<file path="config.mk">
export PLATFORM = sky130hd
export DESIGN_NAME = rec2pol_seq
export DESIGN_NICKNAME = d
export VERILOG_FILES = /design/src/rtl/rec2pol_seq.sv
export SDC_FILE = /design/constraint.sdc
export NUM_CORES = 1
export LEC_CHECK = 0
export CORE_MARGIN = 1.5
export CORE_UTILIZATION = 42
export DETAILED_ROUTE_END_ITERATION = 8
export PLACE_DENSITY = 0.92
export SLEW_MARGIN = 20
export SYNTH_ARGS = -nofsm -noshare
export SYNTH_HDL_FRONTEND = slang
export SYNTH_SLANG_ARGS = --single-unit
</file>
<file path="constraint.sdc">
create_clock -name clock -period 1.95 [get_ports clock]
set_input_delay 0.39 -clock clock [delete_from_list [all_inputs] [get_ports clock]]
set_output_delay 0.39 -clock clock [all_outputs]
set_load 0.1 [all_outputs]
</file>
<file path="src/rtl/rec2pol_seq.sv">
// Upstream sequencer for the rec2pol CORDIC core: formats integer (X,Y) pairs to 16.16,
// runs the core's start/enable protocol for a fixed latency and presents the captured result.
module rec2pol_seq #(
  parameter int IN_W    = 16,
  parameter int FRAC_W  = 16,
  parameter int LATENCY = 32,
  parameter int CNT_W   = 16
) (
  input  logic                     clock,
  input  logic                     reset,
  input  logic                     in_valid,
  output logic                     in_ready,
  input  logic [IN_W-1:0]          in_x,
  input  logic [IN_W-1:0]          in_y,
  output logic                     cordic_start,
  output logic                     cordic_enable,
  output logic [IN_W+FRAC_W-1:0]   cordic_x,
  output logic [IN_W+FRAC_W-1:0]   cordic_y,
  input  logic [31:0]              cordic_mod,
  input  logic [31:0]              cordic_angle,
  output logic                     out_valid,
  input  logic                     out_ready,
  output logic [31:0]              out_mod,
  output logic [31:0]              out_angle,
  output logic                     busy,
  output logic [CNT_W-1:0]         conv_cnt
);

  localparam int             CTR_W = $clog2(LATENCY + 1);
  localparam logic [CTR_W-1:0] LAST = CTR_W'(LATENCY - 1);

  typedef enum logic [1:0] {IDLE, START, RUN, HOLD} state_t;

  state_t                   r_state, w_state_nxt;
  logic [CTR_W-1:0]         r_count;
  logic                     r_zero;
  logic                     r_start, r_enable, r_valid, r_busy;
  logic                     w_start_nxt, w_enable_nxt, w_valid_nxt, w_busy_nxt;
  logic [IN_W+FRAC_W-1:0]   r_x, r_y;
  logic [31:0]              r_mod, r_angle;
  logic [CNT_W-1:0]         r_cnt;
  logic                     w_accept, w_capture, w_done;

  assign w_accept  = (r_state == IDLE) && in_valid;
  assign w_capture = (r_state == RUN) && (r_count == LAST);
  assign w_done    = (r_state == HOLD) && out_ready;

  // NOTE: sequential state uses non-blocking assignments so every register samples pre-edge values.
  always_ff @(posedge clock or negedge reset) begin
    if (!reset) r_state <= IDLE;
    else        r_state <= w_state_nxt;
  end

  // NOTE: every always_comb output gets a default first so no path leaves a latch behind.
  always_comb begin
    w_state_nxt = r_state;
    unique case (r_state)
      IDLE:    if (w_accept)  w_state_nxt = START;
      START:                  w_state_nxt = RUN;
      RUN:     if (w_capture) w_state_nxt = HOLD;
      HOLD:    if (w_done)    w_state_nxt = IDLE;
      default:                w_state_nxt = IDLE;
    endcase

    // Outputs are registered from the next state so they line up with the state they describe.
    w_start_nxt  = (w_state_nxt == START);
    w_enable_nxt = (w_state_nxt == START) || (w_state_nxt == RUN);
    w_valid_nxt  = (w_state_nxt == HOLD);
    w_busy_nxt   = (w_state_nxt != IDLE);
  end

  always_ff @(posedge clock or negedge reset) begin
    if (!reset) begin
      r_start  <= 1'b0;
      r_enable <= 1'b0;
      r_valid  <= 1'b0;
      r_busy   <= 1'b0;
      r_count  <= '0;
      r_zero   <= 1'b0;
      r_x      <= '0;
      r_y      <= '0;
      r_mod    <= '0;
      r_angle  <= '0;
      r_cnt    <= '0;
    end else begin
      r_start  <= w_start_nxt;
      r_enable <= w_enable_nxt;
      r_valid  <= w_valid_nxt;
      r_busy   <= w_busy_nxt;

      if (w_accept) begin
        r_x    <= {in_x, {FRAC_W{1'b0}}};
        r_y    <= {in_y, {FRAC_W{1'b0}}};
        r_zero <= (in_x == '0) && (in_y == '0);
      end

      if (r_state == START)    r_count <= '0;
      else if (r_state == RUN) r_count <= r_count + CTR_W'(1);

      // atan2(0,0) is undefined, so the angle is forced to zero for a zero vector.
      if (w_capture) begin
        r_mod   <= cordic_mod;
        r_angle <= r_zero ? 32'd0 : cordic_angle;
      end

      if (w_done) r_cnt <= r_cnt + CNT_W'(1);
    end
  end

  assign in_ready      = (r_state == IDLE);
  assign cordic_start  = r_start;
  assign cordic_enable = r_enable;
  assign cordic_x      = r_x;
  assign cordic_y      = r_y;
  assign out_valid     = r_valid;
  assign out_mod       = r_mod;
  assign out_angle     = r_angle;
  assign busy          = r_busy;
  assign conv_cnt      = r_cnt;

endmodule
</file>
# Word-level counts from Yosys, hierarchy flattened
# Index checks and enable logic that the tools add are counted.
# W data, S select, Z words.
[totals]
regBits = 125
inputBits = 100
output_inout_bits = 149
[op_classes]
n_addsub = 2
eq_ne = 7
mux = 7
reduce_logical = 10
[ops]
columns = ["op", "n"]
rows = [
  ["$logic_not A16 Y1", 2],
  ["$mux W32", 1],
  ["$add A16 B1 Y16 const B", 1],
  ["$mux W6", 2],
  ["$eq A2 B2 Y1 const B", 4],
  ["$pmux W2 S4", 1],
  ["$add A6 B1 Y6 const B", 1],
  ["$eq A6 B5 Y1 const B", 1],
  ["$mux W2", 3],
  ["$eq A2 B1 Y1 const B", 2],
  ["$logic_and A1 B1 Y1", 4],
  ["$reduce_bool A2 Y1", 2],
  ["$logic_not A2 Y1", 1],
  ["$logic_or A1 B1 Y1", 1],
]

# Depth between registers and ports, before layout
# Gate-level depths: netlist (run 1).
[logic_depth]
word_depth = 6
depth_mapped = 9
ltp_nobuf = 8

# Least setup slack after synthesis (run 1)
# Ideal clock, no wire load.
[synth_path]
path_kind = "flip-flop to flip-flop"
startpoint = "reg r_state[0]"
endpoint = "reg r_enable (netlist: cordic_enable)"
setup_time_ps = 63
arrival_time_ps = 2473
required_time_ps = 1887
path_slack_ps = -586
stages_incl_launch_ff = 9
n_path_buf = 1
period_less_slack_ps = 2536
cell_sequence = "dfrtp_1 -> inv_1 -> ha_1 -> nand2_1 -> buf_2 -> nand3_1 -> o21a_1 -> ha_1 -> inv_1"
[synth_via]
elab_chain_cells = 6
elab_cells_between_ends = 14
[synth_rtl]
columns = ["item", "line", "rtl"]
rows = [
  ["start: declaration", "34", "state_t r_state, w_state_nxt;"],
  ["start signal: assignment", "51", "else r_state <= w_state_nxt;"],
  ["$logic_not A2 Y1 (*)", "-", ""],
  ["named net in_ready", "12", "output logic in_ready,"],
  ["$logic_and A1 B1 Y1", "44", "assign w_accept = (r_state == IDLE) && in_valid;"],
  ["$mux W2", "58", "IDLE: if (w_accept) w_state_nxt = START;"],
  ["$pmux W2 S4 (*)", "57", "unique case (r_state)"],
  ["$eq A2 B1 Y1 / $eq A2 B2 Y1 (equally long branches)", "67", "w_enable_nxt = (w_state_nxt == START) || (w_state_nxt == RUN);"],
  ["$logic_or A1 B1 Y1 (*)", "67", ""],
  ["named net w_enable_nxt", "38", "logic w_start_nxt, w_enable_nxt, w_valid_nxt, w_busy_nxt;"],
  ["end signal: assignment", "87", "r_enable <= w_enable_nxt;"],
  ["end: declaration", "37", "logic r_start, r_enable, r_valid, r_busy;"],
]
# The timed path passes the listed nets; every way through them passes the cells marked *.
# A chain may end at the register's enable or synchronous reset.

# Worst setup path in the final report (run 1)
[layout_path]
startpoint = "reg r_state[0]"
endpoint = "reg r_enable (netlist: cordic_enable)"
[layout_via]
elab_chain_cells = 6
elab_cells_between_ends = 14
[layout_rtl]
columns = ["item", "line"]
rows = [
  ["$eq A2 B2 Y1, or another cell as far along", "46, 57"],
  ["$logic_and A1 B1 Y1, on equally long branches", "46, 44, 45"],
  ["$mux W2, on equally long branches", "61, 58, 60"],
  ["$pmux W2 S4 (*)", "57"],
  ["$eq A2 B1 Y1 / $eq A2 B2 Y1 (equally long branches)", "67"],
  ["$logic_or A1 B1 Y1 (*)", "67"],
  ["named net w_enable_nxt", "38"],
]
# Marks and branches as above.

==> flow_summary_export.csv, run 1 <==
group,metric,value,unit
die,die_area,0.0136,mm²
die,core-area,0.0126,mm²
logic_synthesis,ys.flop_type,"dfrtp_1",
worst_setup_path,arrival,2.13,ns
logic_synthesis,synth_cells,506,
clocking,cts_sinks,125,
detailed_routing,drcViolationCount,0,
worst_setup_path,required,2.26,ns
worst_setup_path,critical_path.max_fanout,4,
layout,drive_gt1_frac,0.273,
worst_setup_path,worst-setup-path-type,"flop to flop",
clocking,cts_made_buffers,17,
clocking,cts_tree,"yes",
layout,n_antenna_cell,0,
sta,grt_setup_unrepaired,"false",
worst_setup_path,cp.buffers_inverters,2,
layout,nets,840,
global_routing,grt_max_degree,65,
global_routing,antenna_found_initial,0,
power_and_ir_drop,pwr-share-clk,0.238,
worst_setup_path,path_delay_family,"adder cells",
placed_design,dp_hpwl,9.33,mm
detailed_routing,firstDrtPassIters,4,
power_and_ir_drop,p_sw,6.25,mW
placed_design,gp_congestion,0.770,
clocking,insertion_delay,0.41,ns
logic_synthesis,seq_area_frac_synth,0.578,
power_and_ir_drop,intPower,6.79,mW
global_routing,grt_pass1_wl,20.3,mm
worst_setup_path,cpPeakStageDelay,0.39,ns
detailed_routing,vias,4273,
sta,min_period,1.82,ns
logic_synthesis,synthArstFlopShare,1.00,
detailed_routing,routedWlPerCell,14.4,µm
sta,final_max_slew_viol_count,0,
clocking,root_buffer,"clkbuf_16",
clocking,postCtsSetupRepairBufs,0,
power_and_ir_drop,seq_power_share,0.271,
detailed_routing,via_per_inst,4.68,
power_and_ir_drop,p_per_area,1600,mW/mm²
power_and_ir_drop,leakagePower,3.94,nW
logic_synthesis,yosysTopAreaCell,"dfrtp_1",
clocking,clockBufferDepth,2,
worst_setup_path,crit_start,"r_state[0]",
logic_synthesis,synth_common_cells,"nand2_1, dfrtp_1, buf_4",
sta,skew,0.00677,ns
worst_setup_path,end_kind,"flop",
logic_synthesis,synth_most_common_cell,"nand2_1",
power_and_ir_drop,p_comb_frac,0.491,
die,ioPinCount,249,
placed_design,portBuffers,216,
sta,tns,0,ns
sta,finalCritPeriodShare,0.934,
power_and_ir_drop,swShare,0.479,
detailed_routing,drtIter0Drc,197,
worst_setup_path,reg2reg_from,"r_state[0]",
clocking,cts_resized,0,
min_path,worstHoldPathType,"input pin to async pin",
sta,max_freq,549,MHz
detailed_routing,drtAntennaViolNets,0,
logic_synthesis,avgSynthCellArea,10.7,µm²
logic_synthesis,synth_seq_cells,125,
logic_synthesis,synthTopCellsByArea,"dfrtp_1, nand2_1, mux2_2",
sta,setup_violations,0,
layout,syn2layout_area_growth,50.5,%
global_routing,grt_pass1_vias,4197,
power_and_ir_drop,peakVddDrop,1.68,mV
worst_setup_path,worstPathCellList,"inv_1, ha_1, and4b_1, nand3_2, nand2_1, o21a_1, ha_1, inv_1",
detailed_routing,wl,13.2,mm
die,start_util,0.429,
job,maxCapViolations,0,
sta,hold_viol_final,0,
logic_synthesis,synth_cell_types,32,
global_routing,track_usage,0.195,
clocking,htree_levels,4,
worst_setup_path,cp-start-kind,"flop",
logic_synthesis,synth_edf_count,0,
die,die_h,117,µm
die,rows,41,
logic_synthesis,yosysTopAreaCellShare,0.578,
outcome,status,"finished clean",
global_routing,grt_overflow,0,
worst_setup_path,worst_path_max_delay_cell,"dfrtp_1",
logic_synthesis,ys_warn_count,0,
clocking,clkTransAtPathRegs,0.05,ns
layout,utilization,0.645,
logic_synthesis,mappedNetlistArea,0.00541,mm²
die,die_w,117,µm
==> area by class of cell <==
class                           count  area, µm²
Clock inverter                      9        120
Tap cell                          172        215
Timing Repair Buffer              227       2160
Fill cell                         971       4470
Inverter                            8       30.0
Multi-Input combinational cell    351       2020
Sequential cell                   125       3130
Clock buffer                       21        460
==> layer usage <==
layer / share of wire / track usage / wire length (µm) / vias to the layer above
met3: 0.096 / 0.0768 / 1270 / 21
met2: 0.48 / 0.320 / 6340 / 180
li1: - / - / - / 2042
met4: 0.022 / 0.0821 / 290 / 0
met5: 0 / 0 / 0 / -
met1: 0.40 / 0.229 / 5270 / 2030
==> through the flow <==
step / hold WS (ns) / worst slack [ns] / area (µm²) / power (mW) / instances
after floorplan: 0.0944 / 0.00133 / 5550 / 8.48 / 537
after global placement: 0.306 / 0.117 / 7550 / 9.88 / 882
after detailed placement: 0.312 / 0.0639 / 7550 / 9.98 / 882
after CTS: 0.433 / 0.123 / 8150 / 13.2 / 913
after global routing: 0.459 / 0.0247 / 8150 / 13.6 / 913
final: 0.437 / 0.129 / 8150 / 13.0 / 913
==> final timing paths <==
check	end	slack [ns]	cells after the start
setup / recovery	cordic_enable	0.13	8
hold / removal	out_mod[16]	0.44	2
setup reg to reg	cordic_enable	0.13	8
hold reg to reg	out_angle[13]	0.46	2
max in group asynchronous	out_angle[16]	0.97	3
min in group clock	out_angle[13]	0.46	2
==> power by group through the flow <==
stage | logic (mW) | clock network [mW] | registers (mW)
after floorplan | 1.50 | 0 | 6.98
after global placement | 6.34 | 0 | 3.53
after global routing | 6.66 | 3.29 | 3.61
final | 6.40 | 3.11 | 3.54
after CTS | 6.43 | 3.18 | 3.54
after detailed placement | 6.42 | 0 | 3.56
==> logic make-up after synthesis <==
logic type,count (synthesis),synth area share
other,1,0.000693
AOI/OAI and AO/OA,14,0.0155
xor gates and xnor gates,17,0.0275
DFF,125,0.578
buffers and inverters,61,0.0737
and+or+nand+nor,243,0.209
muxes,35,0.0728
adders and majority gates,10,0.0231
==> flip-flops by register name, summed over array words and instances, names as in the netlist <==
name / count
out_angle: 32
out_mod: 32
conv_cnt: 16
cordic_x: 16
cordic_y: 16
r_count: 6
r_state: 2
busy: 1
cordic_enable: 1
cordic_start: 1
out_valid: 1
r_zero: 1
==> repair_timing <==
item / CTS / global route
hold endpoints to repair: 18 / 0
hold buffers: 1 / 0
endpoints found under the setup margin: 0 / 0
==> worst reg2reg max path, stage by stage, from the launching register on <==
cell and delay [ns]:
dfrtp_1 0.39, inv_1 0.13, ha_1 0.25, and4b_1 0.22, nand3_2 0.12, nand2_1 0.10
o21a_1 0.20, ha_1 0.28, inv_1 0.03
==> layout by cell type, fill, tap and decap left out, types with 8 or more instances in the layout <==
cell / instances
buf_12: 17
buf_4: 111
clkbuf_16: 17
clkdlybuf4s50_1: 98
conb_1: 32
dfrtp_1: 120
ha_1: 9
inv_1: 8
mux2_2: 35
nand2_1: 172
nand3b_1: 33
nor4_1: 8
xnor2_1: 13
(Power assumes the default switching activity.)
==> run 2: changes to the inputs <==
--- a/config.mk
+++ b/config.mk
@@ -5,8 +5,10 @@
 export SDC_FILE = /design/constraint.sdc
 export NUM_CORES = 1
 export LEC_CHECK = 0
+export ABC_AREA = 1
 export CORE_MARGIN = 1.5
 export CORE_UTILIZATION = 42
+export CTS_CLUSTER_DIAMETER = 100
 export DETAILED_ROUTE_END_ITERATION = 8
 export PLACE_DENSITY = 0.92
 export SLEW_MARGIN = 20
==> run 2 against run 1 <==
  * First-iteration DRC count rose by 44%
  * Area after synthesis rose by 2.7%
  * Wire length rose by 4.1%
  * Sequential power rose by 10%
  * Worst hold slack improved by 0.033 ns
  * Sequential share of layout area fell by 1.0 points
  * Core utilization rose by 0.84 points
  * Flip-flop and latch count did not move
  * Clock skew fell by 0.0030 ns
  * Via count rose by 11%
  * Synthesized cell count rose by 24%
  * Maximum frequency rose by 2.2%
==> flow_summary_export.csv, run 2 <==
group,metric,value,unit
outcome,status,"finished clean",
clocking,clockBufferDepth,2,
logic_synthesis,yosysTopAreaCellShare,0.563,
logic_synthesis,avgSynthCellArea,8.88,µm²
die,ioPinCount,249,
layout,stdcell_area,0.00835,mm²
layout,layout_commonest_cell,"nand2_1",
sta,worstMarginPinSlew,0.616,ns
placed_design,gp_congestion,0.829,
worst_setup_path,crit_start,"r_state[1]",
global_routing,track_usage,0.204,
logic_synthesis,synth_seq_cells,125,
sta,setup_slack,0.169,ns
worst_setup_path,cpPeakStageDelay,0.43,ns
layout,final_cells,1026,
layout,syn2layout_area_growth,50.3,%
worst_setup_path,rrSetupSlack,0.17,ns
logic_synthesis,synthTopCellsByArea,"dfrtp_1, nand2_1, buf_4",
clocking,ctsHoldBuffers,1,
power_and_ir_drop,peakVddDrop,1.93,mV
clocking,cts_tree,"yes",
logic_synthesis,ys.flop_type,"dfrtp_1",
worst_setup_path,cp.depth,8,
global_routing,grt_overflow,0,
worst_setup_path,critical_path.max_fanout,4,
sta,min_period,1.78,ns
job,maxCapViolations,0,
min_path,worstHoldPathType,"input pin to async pin",
worst_setup_path,required,2.25,ns
layout,fillers,996,
placed_design,pre_cts_ws,0.0612,ns
layout,final_cell_mix,"nand2_1, dfrtp_1, buf_4",
die,die_h,118,µm
global_routing,antenna_found_initial,0,
worst_setup_path,worst_path_max_delay_cell,"dfrtp_1",
clocking,htree_levels,4,
power_and_ir_drop,p_per_area,1920,mW/mm²
layout,n_antenna_cell,0,
logic_synthesis,synth_edf_count,0,
clocking,cts_sinks,125,
worst_setup_path,timing.rr.end,"cordic_enable",
clocking,cts_made_buffers,17,
worst_setup_path,crit_top_cell,"inv_1",
worst_setup_path,worst-setup-path-type,"flop to flop",
die,die_w,118,µm
clocking,clkTransAtPathRegs,0.05,ns
placed_design,portBuffers,216,
detailed_routing,drtAntennaViolNets,0,
sta,hold_viol_final,0,
worst_setup_path,end_kind,"flop",
detailed_routing,wl,13.7,mm
logic_synthesis,yosysTopAreaCell,"dfrtp_1",
detailed_routing,via_per_inst,4.63,
worst_setup_path,worstPathCellList,"inv_1, ha_4, nand2_1, inv_1, o21ai_0, o211ai_2, ha_1, inv_1",
layout,drive_gt1_frac,0.187,
worst_setup_path,cp.buffers_inverters,3,
sta,final_max_slew_viol_count,0,
power_and_ir_drop,leakagePower,4.18,nW
worst_setup_path,reg2reg_from,"r_state[1]",
global_routing,grt_max_degree,77,
die,core-area,0.0128,mm²
clocking,root_buffer,"clkbuf_16",
logic_synthesis,synthArstFlopShare,1.00,
sta,tns,0,ns
global_routing,grt_pass1_wl,22.6,mm
die,rows,41,
clocking,cts_resized,0,
logic_synthesis,seq_area_frac_synth,0.563,
detailed_routing,firstDrtPassIters,4,
sta,skew,0.00379,ns
logic_synthesis,ys_warn_count,0,
logic_synthesis,mappedNetlistArea,0.00556,mm²
logic_synthesis,synth_cell_types,25,
worst_setup_path,cp-start-kind,"flop",
detailed_routing,drtIter0Drc,283,
detailed_routing,drcViolationCount,0,
worst_setup_path,reg2regPathDepth,8,
worst_setup_path,path_delay_family,"adder cells",
sta,slew_headroom,0.589,
logic_synthesis,synth_cells,626,
detailed_routing,vias,4751,
global_routing,grt_pass1_vias,4622,
sta,setup_violations,0,
detailed_routing,routedWlPerCell,13.4,µm
layout,nets,952,
sta,finalCritPeriodShare,0.913,
die,start_util,0.435,
worst_setup_path,arrival,2.08,ns
logic_synthesis,synth_most_common_cell,"nand2_1",
die,die_area,0.0139,mm²
logic_synthesis,synth_common_cells,"nand2_1, dfrtp_1, inv_1",
sta,max_freq,561,MHz
placed_design,dp.cells,994,
placed_design,placed_area,0.00772,mm²
placed_design,dp_hpwl,10.0,mm
sta,grt_setup_unrepaired,"false",
clocking,postCtsSetupRepairBufs,0,
clocking,insertion_delay,0.40,ns
worst_setup_path,endpoint,"cordic_enable",
==> run 2: cell types whose count changed in the layout (fill, tap and decap cells not counted), moves of 31 or more <==
| cell | change |
|---|---|
| inv_1 | +56 |
| nand3_1 | +39 |
| mux2_2 | -35 |
| nand2_1 | +34 |
| nand3b_1 | -33 |
| o31ai_1 | +31 |
==> run 2: cells by family after synthesis <==
family | after synthesis | share of synthesized area
simple gates | 296 | 0.215
flops | 125 | 0.563
buf+inv | 124 | 0.109
compound gates | 55 | 0.0662
xor+xnor | 15 | 0.0236
fa+ha+maj | 10 | 0.0225
other cells | 1 | 0.000675
==> run 2: report_power, final <==
part / switching, mW / internal, mW / total, mW
Sequential: 0.520 / 3.39 / 3.91
Combinational: 7.03 / 1.83 / 8.86
Clock: 1.04 / 2.23 / 3.27
==> run 2: worst min path at each step <==
stage                 from             to  cells past startpoint
2_1_floorplan        reset           busy                      0
3_3_place_gp         reset  out_angle[27]                      1
3_5_place_dp         reset  out_angle[22]                      1
4_1_cts              reset  out_angle[22]                      2
5_1_grt        out_mod[22]    out_mod[22]                      2
6_report             reset  out_angle[27]                      2
==> run 2: area by class of cell <==
cell class	instances	area (µm²)	area share
multi-input combinational	408	1960	0.235
tap	172	215	0.0258
timing repair buffer	225	2190	0.262
sequential	125	3130	0.375
clock inverter	7	135	0.0162
clock buffer	24	482	0.0577
inverter	65	244	0.0292
==> run 2: routing by layer <==
| metal | global-route usage | vias to the layer above | routed length (µm) |
|---|---|---|---|
| met5 | 0 | - | 0 |
| met4 | 0.0899 | 0 | 272 |
| met3 | 0.0552 | 20 | 715 |
| met2 | 0.346 | 148 | 7010 |
| met1 | 0.242 | 2242 | 5700 |
| li1 | - | 2341 | - |
==> run 2: metrics by stage <==
stage          power (mW)  hold slack [ns]   util
2_1_floorplan        10.7           0.0944      -
3_3_place_gp         12.7            0.352  0.605
3_5_place_dp         12.8            0.354  0.605
4_1_cts              16.2            0.466  0.654
5_1_grt              16.7            0.485  0.654
6_report             16.0            0.470  0.654
